--- config.mk ---
export PLATFORM = sky130hd
export DESIGN_NAME = bcd_down_timer
export DESIGN_NICKNAME = d
export VERILOG_FILES = /design/src/rtl/timer_pkg.sv /design/src/rtl/bcd_digit_dec.sv /design/src/rtl/bcd_down_timer.sv
export SDC_FILE = /design/constraint.sdc
export NUM_CORES = 1
export LEC_CHECK = 0
export CAP_MARGIN = 20
export CORE_UTILIZATION = 47
export CTS_CLUSTER_SIZE = 10
export DETAILED_ROUTE_END_ITERATION = 7
export PLACE_DENSITY_LB_ADDON = 0.08
export SLEW_MARGIN = 5
export SYNTH_ARGS = -nofsm -noshare
export SYNTH_HDL_FRONTEND = slang
export SYNTH_SLANG_ARGS = --single-unit
--- constraint.sdc ---
create_clock -name clock -period 3.8 [get_ports clock]
set_clock_uncertainty 0.05 [all_clocks]
set_input_delay 0.38 -clock clock [delete_from_list [all_inputs] [get_ports clock]]
set_output_delay 0.38 -clock clock [all_outputs]
set_load 0.02 [all_outputs]
--- src/rtl/timer_pkg.sv ---
// Shared constants and the per-digit limit helper for the BCD cook timer.
// The timer and its digit cells both import this package.
package timer_pkg;

    localparam int              DIGIT_W      = 4;
    localparam logic [3:0]      BCD_MAX      = 4'd9;
    localparam logic [3:0]      SEC_TENS_MAX = 4'd5;

    // Digit 1 holds tens of seconds in MM:SS mode; every other digit is plain decimal.
    function automatic logic [DIGIT_W-1:0] digit_max(input int idx, input bit mmss);
        if (mmss && (idx == 32'sd1)) begin
            return SEC_TENS_MAX;
        end else begin
            return BCD_MAX;
        end
    endfunction

endpackage

--- src/rtl/bcd_digit_dec.sv ---
// One BCD digit with a saturating preset load and a decrement that borrows
// to MAX when the digit is already 0.
module bcd_digit_dec
    import timer_pkg::*;
#(
    parameter logic [DIGIT_W-1:0] MAX = BCD_MAX
) (
    input  logic               clock,
    input  logic               clear,
    input  logic               load,
    input  logic [DIGIT_W-1:0] din,
    input  logic               dec,
    output logic [DIGIT_W-1:0] q,
    output logic               is_zero
);

    logic [DIGIT_W-1:0] q_r;
    logic [DIGIT_W-1:0] load_val_s;

    // Out-of-range preset digits saturate to this digit's maximum.
    always_comb begin
        load_val_s = din;
        if (din > MAX) begin
            load_val_s = MAX;
        end else begin
            load_val_s = din;
        end
    end

    // Digit register: clear, then load, then decrement with borrow.
    always_ff @(posedge clock) begin
        if (clear) begin
            q_r <= 4'd0;
        end else if (load) begin
            q_r <= load_val_s;
        end else if (dec) begin
            q_r <= (q_r == 4'd0) ? MAX : (q_r - 4'd1);
        end else begin
            q_r <= q_r;
        end
    end

    assign q       = q_r;
    assign is_zero = (q_r == 4'd0);

endmodule

--- src/rtl/bcd_down_timer.sv ---
// Multi-digit BCD down-counter for the cook timer: preset load, start/stop,
// hold at zero and a one-cycle done pulse when ticking reaches zero.
module bcd_down_timer
    import timer_pkg::*;
#(
    parameter int NUM_DIGITS = 4,
    parameter bit MMSS_MODE  = 1'b1
) (
    input  logic                          clock,
    input  logic                          clear,
    input  logic                          enable,
    input  logic                          loadn,
    input  logic [DIGIT_W*NUM_DIGITS-1:0] data_in,
    input  logic                          start,
    input  logic                          stop,
    output logic [DIGIT_W*NUM_DIGITS-1:0] data_out,
    output logic                          running,
    output logic                          zero,
    output logic                          done
);

    localparam int W = DIGIT_W * NUM_DIGITS;

    logic                  load_s;
    logic                  tick_ok_s;
    logic                  terminal_s;
    logic                  zero_s;
    logic                  one_s;
    logic                  running_next_s;
    logic                  running_r;
    logic                  done_r;
    logic [NUM_DIGITS-1:0] is_zero_s;
    logic [NUM_DIGITS-1:0] dec_s;
    logic [NUM_DIGITS:0]   lower_zero_s;

    assign load_s = ~loadn;
    assign zero_s = &is_zero_s;
    assign one_s  = (data_out == {{(W-1){1'b0}}, 1'b1});

    // A tick is lost whenever a higher-priority request shares its cycle.
    assign tick_ok_s  = enable & running_r & ~load_s & ~stop & ~start & ~zero_s;
    assign terminal_s = tick_ok_s & one_s;

    assign lower_zero_s[0] = 1'b1;

    genvar i;
    generate
        for (i = 0; i < NUM_DIGITS; i++) begin : g_digit
            assign lower_zero_s[i+1] = lower_zero_s[i] & is_zero_s[i];
            assign dec_s[i]          = tick_ok_s & lower_zero_s[i];

            bcd_digit_dec #(
                .MAX (digit_max(i, MMSS_MODE))
            ) u_digit (
                .clock   (clock),
                .clear   (clear),
                .load    (load_s),
                .din     (data_in[DIGIT_W*i +: DIGIT_W]),
                .dec     (dec_s[i]),
                .q       (data_out[DIGIT_W*i +: DIGIT_W]),
                .is_zero (is_zero_s[i])
            );
        end
    endgenerate

    // Run-state next value: load > stop > start > terminal tick.
    always_comb begin
        running_next_s = running_r;
        if (load_s) begin
            running_next_s = 1'b0;
        end else if (stop) begin
            running_next_s = 1'b0;
        end else if (start && !zero_s) begin
            running_next_s = 1'b1;
        end else if (terminal_s) begin
            running_next_s = 1'b0;
        end else begin
            running_next_s = running_r;
        end
    end

    // Control registers; done is high only on the cycle after the final tick.
    always_ff @(posedge clock) begin
        if (clear) begin
            running_r <= 1'b0;
            done_r    <= 1'b0;
        end else begin
            running_r <= running_next_s;
            done_r    <= terminal_s;
        end
    end

    assign running = running_r;
    assign done    = done_r;
    assign zero    = zero_s;

endmodule

==> results.md <==
* Status: completed
* Hold Violations, Final at 0
* Adder-Cell Fraction of Synth Area at 0
* Final setup fails at 0
* Mux contribution to synthesized area at 0.00923
* Xor/xnor cell area share of the yosys netlist at 0
* Clock share of power at 0.265
* Core Util, Final at 0.705
* Chip width at around 50 um
* CP Class: reg2out
* Vias at 1244
* Area grow syn2layout at 42.3%
* CTS tree: built
* # resized after CTS at 0
* CP Launch Type: flip-flop
* DP HPWL at around 2100 um
* Setup repair bufs after CTS at 0
* FP Rows at 17
* Vias per cell at approximately 6.1
* Residual DRC at 0
* Compound-cell area share of the yosys netlist at 0.284
* GRT Overall Usage at 0.241
* Crit path max fanout at 5
* Setup slack, reg-to-reg at 1640 ps
* Post-Syn Instances at 135
* Cts hold-fix bufs at 0
* Synth Flop Type: dfxtp_1
* FILL cells at 194
* Clk sink count at 18
* Total power at between 0.4 and 0.5 mW
* Design Area, Final at 0.00154 mm2
* IO Port Bufs at 40
* Area contributors post-synth: dfxtp_1 33%, or4_1 4.8%, o21ai_0 4.2%
* #FFs+latches synth at 18
* Slew Viols, Final at 0
* Multi-input gate area at ~670 um2
* Combinational Power Share at 0.267
* TritonCTS buffer count at 3
* Vias in the first global route at 1092
* R2R depth at 4
* Routed WL at 2930 um
* Most frequent cells in the layout: 40 x clkdlybuf4s50_1, 18 x dfxtp_1, 11 x nor2_1
* Tightest Hold Check Type: reg2reg
* Psw at 0.136 mW
* Setup crit end kind: primary output
* Yosys warns at 0
* Share of layout cells above drive strength 1 at 0.0686
* Post-synth cell types at 44
* Cell area after synthesis at 0.00108 mm2
* Area of the core at 0.00219 mm2
* Asr flop ratio synth at 0
* Rel. slew slack at 0.506
* Internal Power at 0.320 mW
* Drt first pass iters at 4
* ANT cells at 0
* Final period util at 0.665
* Chip height at between 50 and 60 um
* Die area at ~0.0025 mm2
* Post-synthesis sequential area ratio at 0.332
* Largest net degree at the start of global routing at 27
* First-pass GRT wire length at 4730 um
* CP startpoint: g_digit[1].u_digit.q[0]
* H-tree depth at 1
* Sw Ratio at 0.299
* DR iter-0 viols at 48
* Num ports at 41
* Fmax achieved at 0.396 GHz
* Syn Area/Cell at 8.04 um2
* Worst Max-Slew Pin Slew at 739 ps
* Post-synth EDFFs at 0
* Total of max-cap violations at 0
* Skew-Pair Late Insertion Delay at 300 ps
* Pwr per Cell Area at 295 mW/mm2
* Syn nets at 157
* Remaining antenna violation count after routing at 0
* Reg2reg start: g_digit[1].u_digit.q[0]
* WHS Path Cells at 2
* Clock root buffer: clkbuf_4
* Starting Density at 0.495
* Critical Path AT at roughly 2100 ps
* Post-Synth Simple-Gate Area at 0.322
* R2r endpoint: g_digit[2].u_digit.q[2]
* Per-cell routed wire length at roughly 14 um
* Largest area contributor in the netlist: dfxtp_1
* Reg power frac at 0.468
* P_leak at 0.535 nW
* Register area at 360 um2
* Nets at 198
* Hold Path Sink: g_digit[1].u_digit.q[1]
* Clk buf depth at 2
* CP required at 3370 ps
* Period minus WS final at 2530 ps
* Sum Neg Setup Slack at 0 ps
* Largest family of logic cells by synthesized area: simple AND/OR/NAND/NOR gates
* Grt ovf at 0
* Worst VDD drop at 0.244 mV
* Post-synth top area share at 0.332
* Min-delay src: g_digit[1].u_digit.q[1]
* RSZ-0062 raised after global routing: false
* Reg clk slew, reported paths at 110 ps
* GP Congestion at 0.857
* Commonest non-fill, non-tap cell in the layout: clkdlybuf4s50_1
* Placed cell areas at 0.00151 mm2
* Initial antenna violation count at 0
-- synth_stat cells (all sizes together) (4+ instances only) --
master and instances:
nor2 11, nor3 4, inv 5, a21oi 7
dfxtp 18, o21ai 9, o311ai 4, or4 8
clkbuf 5, o31a 4, nand2 8, nor4 4
nand4 4
-- per-layer routing --
metal / track usage / share of wire / up-vias
met1: 0.310 / 0.44 / 566
met5: 0 / 0 / -
met2: 0.396 / 0.48 / 58
li1: - / - / 618
met3: 0.0401 / 0.084 / 2
met4: 0.0905 / 0.0027 / 0
-- worst max-delay path, stage by stage (launching register included) --
cell             delay (ps)
dfxtp_1                 370
nor4_2                  460
nand4_1                 220
inv_1                   150
clkdlybuf4s50_1         610
-- stage by stage --
stage               setup slack [ps]  hold WS [ps]  cells
finish                          1270           484    203
global route                    1090           501    203
CTS                             1280           480    203
detailed placement              1110           464    199
global placement                1180           449    199
floorplan                       1620           420    135
-- state kept, by name, summed over array words and instances, names as in the netlist --
| register | flops |
|---|---|
| running | 1 |
| done | 1 |
| g_digit.u_digit.q | 16 |
-- how the worst max path moves through the flow --
stage	end	slack, ps	depth (start not counted)
global route	zero	1090	4
finish	zero	1270	4
floorplan	g_digit[3].u_digit.q[2]	1620	5
CTS	zero	1280	4
global placement	g_digit[2].u_digit.q[2]	1180	6
detailed placement	g_digit[2].u_digit.q[2]	1110	6
-- power by group through the flow --
stage / clock network (mW) / logic (mW) / registers [mW]
after floorplan: 0 / 0.0530 / 0.225
after global placement: 0 / 0.119 / 0.216
after detailed placement: 0 / 0.120 / 0.217
after CTS: 0.124 / 0.121 / 0.213
after global routing: 0.132 / 0.132 / 0.215
final: 0.121 / 0.122 / 0.213
-- layout make-up --
cell class / count / share of cell area
Tap cell: 28 / 0.0227
Inverter: 6 / 0.0146
Multi-Input combinational cell: 104 / 0.432
Timing Repair Buffer: 43 / 0.274
Clock buffer: 4 / 0.0235
Sequential cell: 18 / 0.233
-- cell families (layout without fill, tap and decap cells) --
| logic type | count (synthesis) | after routing |
|---|---|---|
| muxes | 1 | 1 |
| and+or+nand+nor | 59 | 59 |
| AOI/OAI and AO/OA | 44 | 44 |
| buffers and inverters | 13 | 53 |
| DFF | 18 | 18 |
Note: power is estimated with default switching activity, not from simulation.
